==> config.mk <==
export PLATFORM = sky130hd
export DESIGN_NAME = i2s_tx_flat
export DESIGN_NICKNAME = d
export VERILOG_FILES = /design/src/rtl/i2s_pkg.sv /design/src/rtl/i2s_tx_if.sv /design/src/rtl/i2s_clkgen.sv /design/src/rtl/i2s_tx.sv /design/src/flat_wrapper.sv
export SDC_FILE = /design/constraint.sdc
export NUM_CORES = 1
export LEC_CHECK = 0
export ABC_CLOCK_PERIOD_IN_PS = 6000
export BUFFER_PORTS_ARGS = -buffer_cell sky130_fd_sc_hd__buf_2
export CAP_MARGIN = 0
export CORE_UTILIZATION = 25
export DETAILED_ROUTE_END_ITERATION = 12
export HOLD_SLACK_MARGIN = 0.15
export SYNTH_ARGS = -nofsm -noshare
export SYNTH_HDL_FRONTEND = slang
export SYNTH_SLANG_ARGS = --single-unit
==> constraint.sdc <==
create_clock -name clk_i -period 6 [get_ports clk_i]
set_input_delay 0.6 -clock clk_i [delete_from_list [all_inputs] [get_ports clk_i]]
set_output_delay 0.6 -clock clk_i [all_outputs]
set_load 0.01 [all_outputs]
==> src/rtl/i2s_pkg.sv <==
// i2s_pkg: shared types and constants for the I2S transmitter.
// Optional feature macro: I2S_TX_UNDERRUN_CNT_EN (underrun counter width lives here).
package i2s_pkg;

    typedef enum logic {e_idle, e_run} i2s_state_e;

    localparam int I2S_UNDERRUN_CNT_W = 16;

    function automatic logic [I2S_UNDERRUN_CNT_W-1:0] sat_inc(
        input logic [I2S_UNDERRUN_CNT_W-1:0] v
    );
        return (v == '1) ? v : v + 1'b1;
    endfunction

endpackage

==> src/rtl/i2s_tx_if.sv <==
// i2s_tx_if: valid/ready sample stream from the tone source into i2s_tx.
// Master drives valid/data, slave returns ready.
interface i2s_tx_if #(
    parameter int width_p = 24
) ();

    logic               valid;
    logic [width_p-1:0] data;
    logic               ready;

    modport master (
        output valid,
        output data,
        input  ready
    );

    modport slave (
        input  valid,
        input  data,
        output ready
    );

endinterface

==> src/rtl/i2s_clkgen.sv <==
// i2s_clkgen: BCLK/LRCLK generation and bit position within the I2S frame.
// Held cleared while en_i is low so a run always starts at bit 0 with BCLK low.
module i2s_clkgen
    import i2s_pkg::*;
#(
    parameter int slot_width_p = 32,
    parameter int sclk_div_p   = 4
) (
    input  logic                              clk_i,
    input  logic                              reset_i,
    input  logic                              en_i,
    output logic                              bclk_o,
    output logic                              lrclk_o,
    output logic                              bclk_fall_o,
    output logic                              frame_start_o,
    output logic [$clog2(2*slot_width_p)-1:0] bit_cnt_nxt_o
);

    localparam int bit_w_lp = $clog2(2*slot_width_p);
    localparam int div_w_lp = $clog2(sclk_div_p);

    localparam logic [div_w_lp-1:0] div_max_lp  = div_w_lp'(sclk_div_p - 1);
    localparam logic [bit_w_lp-1:0] bit_max_lp  = bit_w_lp'(2*slot_width_p - 1);
    localparam logic [bit_w_lp-1:0] slot_lp     = bit_w_lp'(slot_width_p);

    logic [div_w_lp-1:0] div_cnt_q, div_cnt_d;
    logic [bit_w_lp-1:0] bit_cnt_q, bit_cnt_d;
    logic                bclk_q, bclk_d;
    logic                lrclk_q, lrclk_d;
    logic                fall, frame_start;

    always_comb begin
        div_cnt_d   = div_cnt_q;
        bit_cnt_d   = bit_cnt_q;
        bclk_d      = bclk_q;
        lrclk_d     = lrclk_q;
        fall        = 1'b0;
        frame_start = 1'b0;
        if (!en_i) begin
            div_cnt_d = '0;
            bit_cnt_d = '0;
            bclk_d    = 1'b0;
            lrclk_d   = 1'b0;
        end else if (div_cnt_q == div_max_lp) begin
            div_cnt_d = '0;
            bclk_d    = ~bclk_q;
            // bit position and word select only move on BCLK falling edges
            if (bclk_q) begin
                fall = 1'b1;
                if (bit_cnt_q == bit_max_lp) begin
                    bit_cnt_d   = '0;
                    frame_start = 1'b1;
                end else begin
                    bit_cnt_d = bit_cnt_q + 1'b1;
                end
                lrclk_d = (bit_cnt_d >= slot_lp);
            end
        end else begin
            div_cnt_d = div_cnt_q + 1'b1;
        end
    end

    always_ff @(posedge clk_i) begin
        if (reset_i) begin
            div_cnt_q <= '0;
            bit_cnt_q <= '0;
            bclk_q    <= 1'b0;
            lrclk_q   <= 1'b0;
        end else begin
            div_cnt_q <= div_cnt_d;
            bit_cnt_q <= bit_cnt_d;
            bclk_q    <= bclk_d;
            lrclk_q   <= lrclk_d;
        end
    end

    assign bclk_o        = bclk_q;
    assign lrclk_o       = lrclk_q;
    assign bclk_fall_o   = fall;
    assign frame_start_o = frame_start;
    assign bit_cnt_nxt_o = bit_cnt_d;

endmodule

==> src/rtl/i2s_tx.sv <==
// i2s_tx: mono Philips-I2S transmitter, one sample per frame sent in both slots.
// Define I2S_TX_UNDERRUN_CNT_EN to add the saturating underrun_cnt_o port.
module i2s_tx
    import i2s_pkg::*;
#(
    parameter int width_p      = 24,
    parameter int slot_width_p = 32,
    parameter int sclk_div_p   = 4
) (
    input  logic    clk_i,
    input  logic    reset_i,
    i2s_tx_if.slave in_if,
    output logic    bclk_o,
    output logic    lrclk_o,
    output logic    sdata_o
`ifdef I2S_TX_UNDERRUN_CNT_EN
    ,
    output logic [I2S_UNDERRUN_CNT_W-1:0] underrun_cnt_o
`endif
);

    localparam int bit_w_lp = $clog2(2*slot_width_p);
    localparam int pad_lp   = slot_width_p - 1 - width_p;

    localparam logic [bit_w_lp-1:0] slot_lp = bit_w_lp'(slot_width_p);

    i2s_state_e          state_q, state_d;
    logic [width_p-1:0]  hold_q, hold_d;
    logic                hold_valid_q, hold_valid_d;
    logic                ready_q, ready_d;
    logic [width_p-1:0]  frame_q, frame_d;
    logic                sdata_q, sdata_d;
    logic                accept;
    logic                bclk_fall, frame_start;
    logic [bit_w_lp-1:0] bit_cnt_nxt;

`ifdef I2S_TX_UNDERRUN_CNT_EN
    logic [I2S_UNDERRUN_CNT_W-1:0] under_q, under_d;
`endif

    i2s_clkgen #(
        .slot_width_p (slot_width_p),
        .sclk_div_p   (sclk_div_p)
    ) u_clkgen (
        .clk_i         (clk_i),
        .reset_i       (reset_i),
        .en_i          (state_q == e_run),
        .bclk_o        (bclk_o),
        .lrclk_o       (lrclk_o),
        .bclk_fall_o   (bclk_fall),
        .frame_start_o (frame_start),
        .bit_cnt_nxt_o (bit_cnt_nxt)
    );

    // Slot bit 0 is the one-BCLK I2S delay; sample MSB sits at slot bit 1.
    function automatic logic slot_bit(
        input logic [bit_w_lp-1:0] bc,
        input logic [width_p-1:0]  smp
    );
        logic [bit_w_lp-1:0]     k;
        logic [slot_width_p-1:0] word;
        k    = (bc >= slot_lp) ? bc - slot_lp : bc;
        word = slot_width_p'(smp) << pad_lp;
        word = word << k;
        return word[slot_width_p-1];
    endfunction

    assign accept = in_if.valid & ready_q;

    always_comb begin
        state_d      = state_q;
        hold_d       = hold_q;
        hold_valid_d = hold_valid_q;
        frame_d      = frame_q;
        sdata_d      = sdata_q;
`ifdef I2S_TX_UNDERRUN_CNT_EN
        under_d      = under_q;
`endif
        if (accept) begin
            hold_d       = in_if.data;
            hold_valid_d = 1'b1;
        end
        unique case (state_q)
            e_idle: begin
                sdata_d = 1'b0;
                if (hold_valid_q) begin
                    state_d      = e_run;
                    frame_d      = hold_q;
                    hold_valid_d = 1'b0;
                end
            end
            e_run: begin
                if (bclk_fall) begin
                    // an empty hold at the boundary replays the last sample
                    if (frame_start) begin
                        if (hold_valid_q) begin
                            frame_d      = hold_q;
                            hold_valid_d = 1'b0;
                        end else begin
`ifdef I2S_TX_UNDERRUN_CNT_EN
                            under_d = sat_inc(under_q);
`endif
                        end
                    end
                    sdata_d = slot_bit(bit_cnt_nxt, frame_d);
                end
            end
        endcase
    end

    assign ready_d = ~hold_valid_d;

    always_ff @(posedge clk_i) begin
        if (reset_i) begin
            state_q      <= e_idle;
            hold_q       <= '0;
            hold_valid_q <= 1'b0;
            ready_q      <= 1'b0;
            frame_q      <= '0;
            sdata_q      <= 1'b0;
        end else begin
            state_q      <= state_d;
            hold_q       <= hold_d;
            hold_valid_q <= hold_valid_d;
            ready_q      <= ready_d;
            frame_q      <= frame_d;
            sdata_q      <= sdata_d;
        end
    end

`ifdef I2S_TX_UNDERRUN_CNT_EN
    always_ff @(posedge clk_i) begin
        if (reset_i) begin
            under_q <= '0;
        end else begin
            under_q <= under_d;
        end
    end

    assign underrun_cnt_o = under_q;
`endif

    assign in_if.ready = ready_q;
    assign sdata_o     = sdata_q;

endmodule
==> src/flat_wrapper.sv <==
// flat-port wrapper written by rule: the top's interface ports become plain ports
module i2s_tx_flat import i2s_pkg::*;
#(
    parameter int width_p      = 24,
    parameter int slot_width_p = 32,
    parameter int sclk_div_p   = 4
)
  (clk_i, reset_i, bclk_o, lrclk_o, sdata_o, in_if_valid, in_if_data, in_if_ready);
  i2s_tx_if #(.width_p(width_p)) in_if_i ();
  input  logic clk_i;
  input  logic reset_i;
  output logic bclk_o;
  output logic lrclk_o;
  output logic sdata_o;
  input wire logic [$bits(in_if_i.valid)-1:0] in_if_valid;
  input wire logic [$bits(in_if_i.data)-1:0] in_if_data;
  output wire logic [$bits(in_if_i.ready)-1:0] in_if_ready;
  assign in_if_i.valid = in_if_valid;
  assign in_if_i.data = in_if_data;
  assign in_if_ready = in_if_i.ready;
  i2s_tx #(.width_p(width_p), .slot_width_p(slot_width_p), .sclk_div_p(sclk_div_p)) u_core (.clk_i(clk_i), .reset_i(reset_i), .in_if(in_if_i), .bclk_o(bclk_o), .lrclk_o(lrclk_o), .sdata_o(sdata_o));
endmodule
=== After elaboration in Yosys (flattened, before gate mapping) ===
Index checks and enable logic that the tools add are counted.
W data, S select, Z words.

* Add/subtract/negate cells: 3
* $lt $le $gt $ge: 2
* Eq/ne operators: 3
* Shift-type cells: 1
* Multiplexer cells: 30
* Bitwise logic cells: 4
* Reduce and logical (&&, ||, !) cells: 3

{| class="wikitable"
|+ Operators by type and width
! cell !! number
|-
| $mux W24 || 5
|-
| $mux W6 || 8
|-
| $pmux W24 S2 || 1
|-
| $shl A31 B6 Y32 || 1
|-
| $mux W1 || 14
|-
| $ge A6 B6 Y1 const B || 2
|-
| $add A6 B1 Y6 const B || 1
|-
| $eq A6 B6 Y1 const B || 1
|-
| $sub A6 B6 Y6 const B || 1
|-
| $pmux W1 S2 || 2
|-
| $not A1 Y1 || 3
|-
| $reduce_or A3 Y1 || 1
|-
| $add A2 B1 Y2 const B || 1
|-
| $eq A2 B2 Y1 const B || 1
|-
| $ne A2 B2 Y1 const B || 1
|-
| $reduce_and A2 Y1 || 1
|-
| $reduce_or A2 Y1 || 1
|-
| $and A1 B1 Y1 || 1
|}

* Bits in registers: 62
* Bits of input ports: 27
* Output and inout port bits: 4
* Word-level logic and storage cells: 56

=== Longest topological paths before layout ===
* Depth after elaboration: 13
* Depth in mapped cells: 10

=== Modules after synthesis ===
Synthesis repeated with hierarchy kept, for this count alone.

* Cell total of the unflattened synthesis: 336
* Area, all modules: 2763.9 um2

{| class="wikitable"
|+ Modules (own cells, without submodules)
! module !! instances !! cells an instance !! area an instance (um2) !! seq. area each (um2)
|-
| i2s_tx || 1 || 278 || 2267.2 || 1041.0
|-
| i2s_clkgen || 1 || 58 || 496.7 || 200.2
|}

=== Worst setup path after synthesis ===
Ideal clock, no wire load.

* Path type: reg-to-reg
* Start: reg u_core.u_clkgen.bit_cnt_q[0]
* End: reg u_core.sdata_q (netlist: u_core.sdata_o)
* Library setup time: 0.127 ns
* Data arrival time: 2.064 ns
* Required time: 5.873 ns
* Slack: 3.809 ns
* Stages on the path, launching flop included: 9
* Path buffers: 0
* Period minus slack after synthesis: 2.191 ns
* Cell sequence: dfxtp_1 > ha_1 > nand4b_1 > o2111ai_1 > mux2_2 > mux2_2 > o2111ai_1 > o211a_1 > a211oi_2

* Cells in the longest elaborated chain, start to end: 13
* Elaborated cells on any way between the ends: 22
* Those cells by class: add/sub (2); order compare (1); eq/ne (1); shift (1); mux (17)

{| class="wikitable"
|+ Ends and longest elaborated chain
! what !! RTL line !! source
|-
| start: declaration || i2s_clkgen.sv:27 || <nowiki>logic [bit_w_lp-1:0] bit_cnt_q, bit_cnt_d;</nowiki>
|-
| start signal: assignment || i2s_clkgen.sv:71 || <nowiki>bit_cnt_q <= bit_cnt_d;</nowiki>
|-
| $add A6 B1 Y6 / $eq A6 B6 Y1 (equally long branches) || i2s_clkgen.sv:54, i2s_clkgen.sv:50 ||
|-
| $mux W6 || i2s_clkgen.sv:50 || <nowiki>if (bit_cnt_q == bit_max_lp) begin</nowiki>
|-
| $mux W6 || i2s_clkgen.sv:48 || <nowiki>if (bclk_q) begin</nowiki>
|-
| $mux W6 || i2s_clkgen.sv:44 || <nowiki>end else if (div_cnt_q == div_max_lp) begin</nowiki>
|-
| $mux W6 || i2s_clkgen.sv:39 || <nowiki>if (!en_i) begin</nowiki>
|-
| $mux W6 || i2s_clkgen.sv:48 ||
|-
| $mux W6 || i2s_clkgen.sv:44 ||
|-
| $mux W6 || i2s_clkgen.sv:39 ||
|-
| $sub A6 B6 Y6 / $ge A6 B6 Y1 (equally long branches) || i2s_tx.sv:62 || <nowiki>k = (bc >= slot_lp) ? bc - slot_lp : bc;</nowiki>
|-
| $mux W6 || i2s_tx.sv:62 ||
|-
| $shl A31 B6 Y32 * || i2s_tx.sv:64 || <nowiki>word = word << k;</nowiki>
|-
| $mux W1 * || i2s_tx.sv:93 || <nowiki>if (bclk_fall) begin</nowiki>
|-
| $pmux W1 S2 * || i2s_tx.sv:83 || <nowiki>unique case (state_q)</nowiki>
|-
| end signal: assignment || i2s_tx.sv:127 || <nowiki>sdata_q <= sdata_d;</nowiki>
|-
| end: declaration || i2s_tx.sv:32 || <nowiki>logic sdata_q, sdata_d;</nowiki>
|}

Mark *: on every way between the ends. The rest lies on a longest branch, timed or not. The select of a mux whose other input is x is not followed.
A chain may end at the register's enable or synchronous reset.

=== Worst setup path in the final report ===
Ends and elaborated chain as after synthesis.

==> impl_metrics.toml <==
[run_status]
status = "finished, violations left"
failed_checks = "DRC"

[clock_network]
cts_resized = 0
ctsHoldBuffers = 0
cts_tree = "done"
cts_max_level = 3
cts_buffer_depth = 2
clk_pin_slew_ps = 60
clock_latency_ps = 330
postCtsSetupRepairBufs = 0
ctsRootBufferMaster = "clkbuf_16"
cts.sink_count = 62
cts_made_buffers = 9

[sta]
period_needed_ps = 2710
fmax_mhz = 369
relSlewSlack_pct = 29.9
max_slew.worst_pin.slew_ps = 1050
skew_ps = 6.78
min_period_over_period_pct = 45.2
maxSlewViolCount = 0
fin_tns_setup_ps = 0
rsz0062_at_grt = "false"
setup_viol_count_final = 0
layout_setup_ws_ps = 3290
finalHoldViolations = 0
hold_slack_ps = 424

[finish]
area_growth_pct = 18.0
n_antenna_cell = 0
fin_area_mm2 = 0.00351
final_cell_mix = "69 x nand2_1, 62 x dfxtp_1, 34 x a21oi_1, 30 x buf_2, 23 x mux2i_1"
fin_util_pct = 30.4
drive_gt1_share_pct = 15.3
final_common_cell = "nand2_1"
nNetsFinal = 397

[route]
drt_first_iter_violations = 171
wl_per_cell_um = 14.3
ant_nets = 0
met1_length_mm = 3.28
wl_mm = 7.38
wl_met2_mm = 3.63
dr.max_layer_used = "met4"
met3WireLength_um = 387
drcViolationCount = 2
first_pass_iters = 8
vias = 2634
vias_per_cell = 5.10

[setup_path]
cp_max_fo = 14
worst_setup_path_end_kind = "register"
regToRegEndpoint = "u_core.sdata_o"
critical_path.endpoint = "u_core.sdata_o"
cp.required_ps = 6210
worstSetupStartpoint = "u_core.u_clkgen.bit_cnt_q[0]"
r2r_setup_slack_ps = 3290
regToRegStartpoint = "u_core.u_clkgen.bit_cnt_q[0]"
critPathLaunchType = "register"
crit_type = "register to register"
arrival_ps = 2920
r2r_cells = 9

[logic_synthesis]
synth.top_cell.area_share_pct = 41.8
post-synth-top-area-cell = "dfxtp_1"
seq_area_frac_synth_pct = 41.8
synthTopCellsByArea = "dfxtp_1 42%, nand2_1 8.7%, mux2i_1 7.7%, a21oi_1 5.9%, a22oi_1 5.1%"
syn-mean-instance-area_um2 = 8.44
synth_area_mm2 = 0.00297
synth_warnings = 0
async_flop_share_pct = 0
synthesis.nets = 381
synth-seq-cells = 62
netlist_instances = 352
synth.distinct_cells = 51
synth-main-ff-cell = "dfxtp_1"
synth_edf_count = 0

[job]
cap_viol_max_count = 0

[floorplan]
rows = 39
dieArea_mm2 = 0.0123
die-height_um = 111
dieWidth_um = 111
num_io_pins = 31
start_util_pct = 25.8
core_mm2 = 0.0115

[pwr]
ir_drop_mv = 0.161
power_density_mw_per_mm2 = 293
p_leak_uw = 0.00121

[placement]
dp_hpwl_mm = 4.67
place_ws_ps = 3100
gp_congestion = 0.829
port_buffers = 30
placed_area_mm2 = 0.00319

[grt]
grt_use_total_pct = 12.4
grt_pass1_wl_mm = 12.2
antenna_found_initial = 0
grt_max_degree = 58
grt_pass1_vias = 2460
grt-ovfl-total = 0

[min_path]
hold_path.class = "register to register"
-- cells by family after synthesis --
kind of cell | count (synthesis) | synth area share, %
AND/OR/NAND/NOR | 131 | 21.1
AO/OA/AOI/OAI | 101 | 22.3
flip-flops | 62 | 41.8
buffers and inverters | 28 | 4.46
multiplexers | 26 | 8.97
XOR/XNOR | 2 | 0.590
adder cells (fa/ha/maj) | 2 | 0.842
-- power breakdown --
group          total (uW)  internal [uW]  switching, uW
registers             433            423           9.77
clock network         551            373            178
logic                44.4           16.7           27.7
-- how the worst min path moves through the flow --
| stage | from | to | slack (ps) | depth (start not counted) |
|---|---|---|---|---|
| after floorplan | u_core.u_clkgen.div_cnt_q[0] | u_core.u_clkgen.div_cnt_q[0] | 400 | 1 |
| after global placement | u_core.u_clkgen.div_cnt_q[0] | u_core.u_clkgen.div_cnt_q[0] | 420 | 1 |
| after detailed placement | u_core.u_clkgen.div_cnt_q[0] | u_core.u_clkgen.div_cnt_q[0] | 420 | 1 |
| after CTS | u_core.u_clkgen.div_cnt_q[0] | u_core.u_clkgen.div_cnt_q[0] | 430 | 1 |
| after global routing | u_core.u_clkgen.div_cnt_q[0] | u_core.u_clkgen.div_cnt_q[0] | 440 | 1 |
| final | u_core.u_clkgen.div_cnt_q[0] | u_core.u_clkgen.div_cnt_q[0] | 420 | 1 |
-- worst max-delay path, stage by stage (launching register included) --
cell	delay, ps
dfxtp_1	460
ha_1	340
nand4b_1	180
o2111ai_1	240
buf_4	240
mux2_2	350
mux2_2	270
o2111ai_1	240
o211a_1	210
a211oi_2	70
-- per-layer routing --
metal / global-route usage [%] / vias up
li1: - / 1317
met1: 15.3 / 1241
met2: 20.5 / 69
met3: 3.39 / 7
met4: 4.77 / 0
met5: 0 / -
-- layout make-up --
type	count	area (um2)
clock buffers	12	246
clock inverters	4	70.1
fillers	1245	8010
inverters	2	7.51
multi-input cells	262	1600
flip-flops and latches	62	1240
well taps	143	179
repair buffers	31	158
-- cell usage after synthesis, drive strengths merged, types with 2 or more instances --
| library cell | instances |
|---|---|
| o22ai | 19 |
| buf | 10 |
| and4 | 5 |
| a2111oi | 2 |
| a31oi | 3 |
| nand2 | 69 |
| nand2b | 2 |
| nor3 | 5 |
| nor4 | 2 |
| inv | 2 |
| nor2 | 18 |
| mux2i | 24 |
| a22oi | 20 |
| a211oi | 5 |
| dfxtp | 62 |
| nand3 | 11 |
| a21o | 5 |
| ha | 2 |
| a21oi | 35 |
| o21ai | 3 |
| nor2b | 3 |
| o21a | 2 |
| nor4b | 2 |
| and3 | 4 |
| o2111ai | 2 |
| mux2 | 2 |
| and2 | 5 |
| clkbuf | 16 |
-- sequential cells by signal, indices dropped and copies added, names as in the netlist --
| register | count |
|---|---|
| u_core.frame_q | 24 |
| u_core.hold_q | 24 |
| u_core.u_clkgen.bit_cnt_q | 6 |
| u_core.u_clkgen.div_cnt_q | 2 |
| u_core.hold_valid_q | 1 |
| u_core.in_if.ready | 1 |
| u_core.sdata_o | 1 |
| u_core.state_q | 1 |
| u_core.u_clkgen.bclk_o | 1 |
| u_core.u_clkgen.lrclk_o | 1 |
-- stage by stage --
stage                     power [uW]  instances
after floorplan                  468        352
after global placement           484        500
after detailed placement         486        500
after CTS                       1040        516
after global routing            1070        516
final                           1030        516
No activity file was read; power rests on OpenSTA's default activity.
